==> config.mk <==
export PLATFORM = sky130hd
export DESIGN_NAME = eq_gain_sequencer
export DESIGN_NICKNAME = d
export VERILOG_FILES = /design/src/rtl/eq_gain_sequencer.sv
export SDC_FILE = /design/constraint.sdc
export NUM_CORES = 1
export LEC_CHECK = 0
export ABC_AREA = 1
export CAP_MARGIN = 20
export CORE_UTILIZATION = 45
export DETAILED_ROUTE_END_ITERATION = 12
export MAX_ROUTING_LAYER = met4
export PLACE_DENSITY = 0.65
export SLEW_MARGIN = 10
export SYNTH_ARGS = -nofsm -noshare
export SYNTH_HDL_FRONTEND = slang
export SYNTH_SLANG_ARGS = --single-unit
==> constraint.sdc <==
create_clock -name clk -period 3.37 [get_ports clk]
set_clock_uncertainty 0.2 [all_clocks]
set_input_delay 0.337 -clock clk [delete_from_list [all_inputs] [get_ports clk]]
set_output_delay 0.337 -clock clk [all_outputs]
set_load 0.02 [all_outputs]
==> src/rtl/eq_gain_sequencer.sv <==
// eq_gain_sequencer
// Sequences band gain codes from a shadow bank into the cascaded graphic
// equalizer cores. A load holds off audio input, streams the bank with a
// gainwe burst and then issues one gainset strobe.
//
// Optional feature macro: EQ_GAIN_RAMP_EN
//   Defined   : every pass moves each applied band at most one code toward the
//               target. Passes are separated by RAMP_GAP cycles of released data.
//   Undefined : one pass writes the target bank directly.
//
// Ports
//   clk, rst          clock, synchronous active-high reset
//   band_wr           write band_gain into shadow[band_sel]
//   band_sel          band index
//   band_gain         requested gain code
//   commit            request a load of the shadow bank
//   datain_valid      upstream audio sample valid
//   in_valid_gated    datain_valid masked by data_hold
//   data_hold         input gated while high (registered)
//   gainwe            gain write enable to equalizer cores
//   gainset           one-cycle gain apply strobe
//   gain, band_idx    code and band index presented during the burst
//   busy              sequencer not idle
//   cfg_err           one-cycle pulse after an illegal write
//   allgain           applied bank, band0 in the LSBs
//
// state     | meaning
// IDLE      | waiting for commit or pending request
// SETTLE    | data held off, draining DRAIN_CYCLES
// LOAD      | gainwe burst, one band per cycle
// SET       | single gainset strobe, applied bank updated
// RAMP_WAIT | data released between ramp passes (ramp build only)

module eq_gain_sequencer #(
  parameter int NUM_BANDS    = 10,
  parameter int GAIN_W       = 8,
  parameter int GAIN_MAX     = 16,
  parameter int GAIN_DEFAULT = 8,
  parameter int DRAIN_CYCLES = 4,
  parameter int RAMP_GAP     = 48
) (
  input  logic                        clk,
  input  logic                        rst,
  input  logic                        band_wr,
  input  logic [3:0]                  band_sel,
  input  logic [GAIN_W-1:0]           band_gain,
  input  logic                        commit,
  input  logic                        datain_valid,
  output logic                        in_valid_gated,
  output logic                        data_hold,
  output logic                        gainwe,
  output logic                        gainset,
  output logic [GAIN_W-1:0]           gain,
  output logic [3:0]                  band_idx,
  output logic                        busy,
  output logic                        cfg_err,
  output logic [NUM_BANDS*GAIN_W-1:0] allgain
);

  localparam int                CNT_W    = $clog2(DRAIN_CYCLES + RAMP_GAP + 1);
  localparam logic [3:0]        NB4      = 4'(NUM_BANDS);
  localparam logic [3:0]        LAST_IDX = 4'(NUM_BANDS - 1);
  localparam logic [GAIN_W-1:0] GMAX     = GAIN_W'(GAIN_MAX);
  localparam logic [GAIN_W-1:0] GDEF     = GAIN_W'(GAIN_DEFAULT);

  typedef enum logic [2:0] {
    IDLE,
    SETTLE,
    LOAD,
    SET
`ifdef EQ_GAIN_RAMP_EN
    , RAMP_WAIT
`endif
  } state_t;

  state_t             state, state_nxt;
  logic               pending;
  logic [CNT_W-1:0]   cnt;
  logic [3:0]         idx;
  logic [GAIN_W-1:0]  shadow     [NUM_BANDS];
  logic [GAIN_W-1:0]  shadow_nxt [NUM_BANDS];
  logic [GAIN_W-1:0]  snap       [NUM_BANDS];
  logic [GAIN_W-1:0]  applied    [NUM_BANDS];
  logic [GAIN_W-1:0]  load_val   [NUM_BANDS];
  logic               sel_ok;
  logic [GAIN_W-1:0]  wr_val;
  logic               snap_take;
  logic               ramp_done;

  assign sel_ok = band_sel < NB4;
  assign wr_val = (band_gain > GMAX) ? GMAX : band_gain;

  // Shadow bank including this cycle's write, so a same-cycle commit sees it.
  always_comb begin
    shadow_nxt = shadow;
    if (band_wr && sel_ok) shadow_nxt[band_sel] = wr_val;
  end

  // Values presented in the current pass and written to the applied bank.
  always_comb begin
    ramp_done = 1'b1;
    for (int i = 0; i < NUM_BANDS; i++) begin
`ifdef EQ_GAIN_RAMP_EN
      if (applied[i] < snap[i])      load_val[i] = applied[i] + GAIN_W'(1);
      else if (applied[i] > snap[i]) load_val[i] = applied[i] - GAIN_W'(1);
      else                           load_val[i] = applied[i];
`else
      load_val[i] = snap[i];
`endif
      if (load_val[i] != snap[i]) ramp_done = 1'b0;
    end
  end

  always_comb begin
    state_nxt = state;
    case (state)
      IDLE:   if (commit || pending) state_nxt = SETTLE;
      SETTLE: if (cnt == '0) state_nxt = LOAD;
      LOAD:   if (idx == LAST_IDX) state_nxt = SET;
      SET: begin
`ifdef EQ_GAIN_RAMP_EN
        state_nxt = ramp_done ? IDLE : RAMP_WAIT;
`else
        state_nxt = IDLE;
`endif
      end
`ifdef EQ_GAIN_RAMP_EN
      RAMP_WAIT: if (cnt == '0) state_nxt = SETTLE;
`endif
      default: state_nxt = IDLE;
    endcase
  end

  assign snap_take = (state == IDLE) && (state_nxt == SETTLE);

  always_ff @(posedge clk) begin
    if (rst) begin
      state     <= IDLE;
      pending   <= 1'b1;
      data_hold <= 1'b0;
      cfg_err   <= 1'b0;
      cnt       <= '0;
      idx       <= '0;
      for (int i = 0; i < NUM_BANDS; i++) begin
        shadow[i]  <= GDEF;
        snap[i]    <= GDEF;
        applied[i] <= GDEF;
      end
    end else begin
      state     <= state_nxt;
      data_hold <= (state_nxt == SETTLE) || (state_nxt == LOAD) || (state_nxt == SET);
      cfg_err   <= band_wr && (!sel_ok || (band_gain > GMAX));
      shadow    <= shadow_nxt;

      if (snap_take) begin
        snap    <= shadow_nxt;
        pending <= 1'b0;
      end else if (commit) begin
`ifdef EQ_GAIN_RAMP_EN
        // Retarget the ramp in place; the gap count keeps running.
        if (state == RAMP_WAIT) snap <= shadow_nxt;
        else                    pending <= 1'b1;
`else
        pending <= 1'b1;
`endif
      end

      if (state == SET) applied <= load_val;

      if ((state_nxt == SETTLE) && (state != SETTLE))
        cnt <= CNT_W'(DRAIN_CYCLES - 1);
`ifdef EQ_GAIN_RAMP_EN
      else if ((state_nxt == RAMP_WAIT) && (state != RAMP_WAIT))
        cnt <= CNT_W'(RAMP_GAP - 1);
`endif
      else if (cnt != '0)
        cnt <= cnt - CNT_W'(1);

      if (state == LOAD) idx <= idx + 4'd1;
      else               idx <= '0;
    end
  end

  assign gainwe         = (state == LOAD);
  assign gainset        = (state == SET);
  assign gain           = gainwe ? load_val[idx] : '0;
  assign band_idx       = gainwe ? idx : '0;
  assign busy           = (state != IDLE);
  assign in_valid_gated = datain_valid & ~data_hold;

  for (genvar g = 0; g < NUM_BANDS; g++) begin : g_allgain
    assign allgain[g*GAIN_W +: GAIN_W] = applied[g];
  end

endmodule
==> out/qor.csv, run 1 <==
metric,value,unit
crit_path_max_incr_delay,0.65,ns
cp_max_fo,13,
syn_nets,1380,
grt_pass1_wl,44900,um
post-route-min-period,3.16,ns
post-cts-setup-buffers,0,
synth_cells,1359,
r2r-start,state[0]$_SDFF_PP0_,
muxShareOfSynthArea,0,%
cts_hold_buf,0,
core,21800,um2
synth.avg_cell_area,7.38,um2
syn_to_final_growth,21.9,%
n_antenna_cell,0,
required,2.83,ns
seq_area_frac_synth,51.1,%
seq_power_share,47.0,%
synth_top_family_by_area,simple AND/OR/NAND/NOR gates,
yosys_most_used_dff,dfxtp_1,
crit_slowest_cell,clkdlybuf4s50_1,
finalSetupViolCount,0,
clk_latency,0.53,ns
drive_gt1_share,7.55,%
vias,8925,
power_frac_comb,11.8,%
maxSlewViolCount,0,
fp.dieW,151,um
drc,0,
numCtsBuffers,27,
synth_common_cells,"326 x nand2_1, 256 x dfxtp_1, 170 x nor2_1, 135 x o21ai_0, 134 x a21oi_1",
start_kind,flop,
hold_end,shadow[11]$_SDFF_PP1_,
crit_path_end_kind,primary output,
crit_family,buffers and inverters,
cts_resized,0,
hp-start,rst,
synthTopCellsByArea,"dfxtp_1 51%, nand2_1 12%, o21ai_0 6.7%",
critical_path_buf_inv_count,2,
synth_compound_area_share,14.2,%
synthXorXnorAreaFrac,0.436,%
r2r_slack,1.33,ns
initial_core_util,46.0,%
clock_sinks,256,
ioPinCount,115,
synth_edf_count,0,
leakagePower,0.00518,uW
synth_top_area_cell,dfxtp_1,
final_area,12200,um2
first_pass_iters,5,
yosys_warnings,0,
synth-adder-area-share,0.499,%
netlist_area,10000,um2
timing.hold.ws,0.0894,ns
setup-tns-final,0,ns
arrival,2.62,ns
gp_congestion,0.913,
vias_per_cell,5.14,
detail-route-antenna-nets,0,
crit_path_start,idx[1]$_SDFF_PP0_,
dpl_cell_area,11300,um2
status,completed,
p_sw,1840,uW
row_count,54,
path_class,reg -> out,
io_buffers,114,
grt_max_degree,138,
fmax,0.317,GHz
timing.final.crit_share,93.7,%
worstPathCellList,inv_1 -> nand3_1 -> nand3_1 -> nand3_1 -> a21oi_1 -> clkdlybuf4s50_1,
grt_usage,26.5,%
cts_max_path_buffers,3,
die_area,22900,um2
yosysMostFrequentCell,nand2_1,
worst_slack,0.212,ns
cts_tree,yes,
reg2reg_depth,7,
antenna_found_initial,1,
yosys.area.top_type_share,51.1,%
post-dp-hpwl,19800,um
routed_wl,29000,um
synth_cell_types,34,
grt_overflow,0,
ctsHtreeMaxLevel,1,
ctsRootBufferMaster,clkbuf_16,
pre_cts_ws,0.607,ns
synth_simple_gate_area_share,26.6,%
hold_violations,0,
path_clk_slew,0.06,ns
maxSlewHeadroom,37.1,%
p_per_area,575,nW/um2
hold_depth,3,
internal_power,5190,uW
power.clock.fraction,41.2,%
cp_common_cell,nand3_1,
irDropWorstVdd,0.361,mV
die_y,151,um
maxCapViolCount,0,
wire_per_inst,16.7,um
swShare,26.2,%
synth-seq-cells,256,
drt_iter0_markers,702,
fin_nets,1458,
async_reset_ff_share,0,%
hp-class,in -> reg,
rsz0062_at_grt,false,
grt_pass1_vias,8025,
r2r_end,allgain[33]$_SDFFE_PP0P_,
tightest_slew,0.943,ns
## metal layers
| metal | track usage (%) | up-vias | share of wire [%] |
|---|---|---|---|
| li1 | - | 4504 | - |
| met1 | 37.1 | 4131 | 48 |
| met2 | 39.3 | 251 | 44 |
| met3 | 4.49 | 39 | 6.6 |
| met4 | 6.75 | 0 | 2.1 |
| met5 | - | - | 0 |
## cell usage in the layout (no fill, tap or decap), types with 2 or more instances in the layout
cell type        synthesis  routed
xor2_1                   3       3
o211ai_1                 8       8
nand4_2                  2       2
nor2_4                   5       6
dfxtp_2                  0       2
o21ai_0                135     135
inv_2                    6       6
clkinv_2                 0       7
clkbuf_1                50       4
nand2_1                326     326
inv_1                   99      98
dfxtp_1                256     254
clkbuf_16                0      27
or2_1                    4       4
buf_4                    1       9
clkbuf_8                 0       8
nor2_2                   4       4
nand3_1                 86      86
xnor2_1                  2       2
nor2_1                 170     169
or2_2                   21      21
ha_1                     4       4
buf_12                   0       3
clkdlybuf4s50_1          0     113
a21oi_1                134     134
nand2_2                  3       3
## worst max path at each step
| stage | to | slack (ns) | depth (start not counted) |
|---|---|---|---|
| floorplan | gain[5] | 1.36 | 8 |
| global placement | gain[1] | 0.63 | 6 |
| detailed placement | gain[1] | 0.61 | 5 |
| CTS | gain[5] | 0.03 | 5 |
| global route | gain[0] | 0.06 | 7 |
| finish | gain[6] | 0.21 | 6 |
## cell families (layout without fill, tap and decap cells)
logic type,count (synthesis),in the layout
AND/OR/NAND/NOR,630,630
AO/OA/AOI/OAI,279,279
flip-flops,256,256
buffers and inverters,184,281
XOR/XNOR,5,5
adder cells (fa/ha/maj),4,4
other,1,1
## power by group through the flow
stage / sequential [uW] / clock [uW] / combinational [uW]
detailed placement: 3370 / 0 / 825
finish: 3310 / 2900 / 831
global route: 3320 / 3060 / 937
CTS: 3300 / 2960 / 832
floorplan: 3340 / 0 / 568
global placement: 3370 / 0 / 819
## area by class of cell
type	instances	area, um2
clock buffers	39	801
well taps	280	350
inverters	106	404
flip-flops and latches	256	5130
repair buffers	127	1270
clock inverters	9	73.8
multi-input cells	919	4200
fillers	2132	9590
## sequential cells by signal, summed over array words and instances (netlist names)
signal,count
allgain,80
load_val,80
shadow,80
cnt,6
idx,4
state,3
cfg_err,1
data_hold,1
pending,1
## worst register-to-register path, stage by stage, from the launching register on
cell and delay [ns]:
dfxtp_1 0.33, inv_1 0.08, nor3_4 0.23, buf_4 0.26, inv_1 0.29, buf_4 0.31, nor2_1 0.18, nor2_1 0.07
## metrics by stage
| stage | power [uW] | utilization (%) | std cells |
|---|---|---|---|
| floorplan | 3910 | - | 1359 |
| global placement | 4190 | 52.0 | 1688 |
| detailed placement | 4190 | 52.0 | 1688 |
| CTS | 7090 | 56.0 | 1736 |
| global route | 7320 | 56.0 | 1736 |
| finish | 7030 | 56.0 | 1736 |
Note: power is estimated with default switching activity, not from simulation.
==> run 2: changes to the inputs <==
--- a/config.mk
+++ b/config.mk
@@ -7,10 +7,11 @@
 export LEC_CHECK = 0
 export ABC_AREA = 1
 export CAP_MARGIN = 20
-export CORE_UTILIZATION = 45
+export CORE_UTILIZATION = 41
 export DETAILED_ROUTE_END_ITERATION = 12
 export MAX_ROUTING_LAYER = met4
-export PLACE_DENSITY = 0.65
+export PLACE_DENSITY = 0.6
+export SKIP_LAST_GASP = 1
 export SLEW_MARGIN = 10
 export SYNTH_ARGS = -nofsm -noshare
 export SYNTH_HDL_FRONTEND = slang
==> run 2 against run 1 <==
Effect of this change:
- total power increased by 2.5%
- register-to-register slack lost 0.17 ns
- setup slack worse by 0.12 ns
- die area increased by 9.6%
- sequential share of layout area down 0.42 points
- via count up 0.48%
- first-iteration DRC count increased by 20%
==> out/qor.csv, run 2 (synthesis gave the netlist of run 1 again) <==
metric,value,unit
multi_input_area,4190,um2
path_class,reg -> out,
grt_pass1_wl,44600,um
vias_per_cell,5.04,
power_frac_comb,11.4,%
hp-class,reg -> reg,
dp.cells,1728,
die_y,158,um
die_area,25100,um2
grt_max_degree,124,
power,7200,uW
initial_core_util,42.2,%
layout_commonest_cell,nand2_1,
mostFrequentLayoutCells,"326 x nand2_1, 254 x dfxtp_1, 169 x nor2_1",
fin_nets,1464,
maxCapViolCount,0,
clk_latency,0.53,ns
cp_max_fo,49,
grt_usage,23.9,%
status,completed,
layoutNonFillerInstCount,1781,
antenna_found_initial,0,
routed_wl,29000,um
tightest_slew,1.00,ns
post-dp-hpwl,19800,um
arrival,2.74,ns
wl_met1,13700,um
ctsHtreeMaxLevel,1,
grt_overflow,0,
maxSlewHeadroom,33.3,%
wl_met2,12700,um
gp_congestion,0.925,
required,2.83,ns
crit_path_end_kind,primary output,
wl_met3,2020,um
drc,0,
drive_gt1_share,7.59,%
fmax,0.305,GHz
dpl_cell_area,11400,um2
seq_power_share,45.9,%
irDropWorstVdd,0.332,mV
syn_to_final_growth,23.1,%
cts_max_path_buffers,3,
drt_iter0_markers,840,
core,23800,um2
rsz0062_at_grt,true,
start_kind,flop,
maxSlewViolCount,0,
final-seq-area,5130,um2
utilization,52.0,%
p_per_area,583,nW/um2
io_buffers,114,
numCtsBuffers,27,
row_count,56,
final_area,12400,um2
detail-route-antenna-nets,0,
path_clk_slew,0.06,ns
first_pass_iters,5,
post-route-min-period,3.28,ns
top_layer,met4,
leakagePower,0.00521,uW
timing.final.crit_share,97.4,%
ctsRootBufferMaster,clkbuf_16,
wire_per_inst,16.3,um
clock_sinks,256,
ioPinCount,115,
p_sw,1850,uW
vias,8968,
n_antenna_cell,0,
cts_tree,yes,
fp.dieW,158,um
swShare,25.7,%
hold_violations,0,
finalSetupViolCount,0,
nFillCells,2387,
internal_power,5350,uW
power.clock.fraction,42.7,%
grt_pass1_vias,7925,
[run 2: changes by cell type in the layout (fill, tap and decap cells not counted), moves of 3 or more]
cell	delta
clkinv_2	-3
buf_4	+6
clkbuf_1	+3
clkbuf_8	-3
bufinv_16	+3
[run 2: final cells by class]
type,count,share of cell area (%)
clock buffer,39,6.24
clock inverter,9,1.21
inverter,106,3.27
multi-input combinational,919,33.9
sequential,256,41.5
tap,319,3.23
timing repair buffer,133,10.6
[run 2: timing repair]
item | in CTS | in global routing
hold buffers | 1 | 0
hold endpoints to repair | 14 | 0
setup endpoints to repair | 0 | 6
setup buffers | 0 | 4
gates resized for setup | 0 | 3
[run 2: worst paths after layout]
| check | start | to | slack (ns) | cells after the start |
|---|---|---|---|---|
| max | idx[0]$_SDFF_PP0_ | gain[0] | 0.09 | 8 |
| min | shadow[39]$_SDFF_PP0_ | shadow[39]$_SDFF_PP0_ | 0.24 | 2 |
| max reg2reg | state[0]$_SDFF_PP0_ | allgain[53]$_SDFFE_PP0P_ | 1.16 | 6 |
| min reg2reg | shadow[39]$_SDFF_PP0_ | shadow[39]$_SDFF_PP0_ | 0.24 | 2 |
[run 2: critical path, cell delays in order, from the launching register on]
cell and delay, ns:
dfxtp_2 0.50, buf_6 0.35, nor2_1 0.08, nor2_1 0.11, nand2_1 0.07, nand3_1 0.08
nand3_1 0.08, a21oi_1 0.26, clkdlybuf4s50_1 0.67
[run 2: power groups by stage]
stage          logic, uW  registers [uW]  clock network, uW
2_1_floorplan        568            3340                  0
3_3_place_gp         808            3370                  0
3_5_place_dp         812            3370                  0
4_1_cts              823            3310               3130
5_1_grt              928            3320               3250
6_report             822            3310               3070
[run 2: through the flow]
stage	setup TNS, ns	setup WS [ns]	hold WS [ns]
2_1_floorplan	0	1.36	0.220
4_1_cts	0	0.0575	0.239
6_report	0	0.0892	0.241
3_3_place_gp	0	0.675	0.228
3_5_place_dp	0	0.643	0.230
5_1_grt	-0.0341	-0.0140	0.254
[run 2: metal layers]
layer	track usage [%]	vias up
li1	-	4520
met1	33.8	4117
met2	35.5	286
met3	3.97	45
met4	5.45	0
met5	-	-
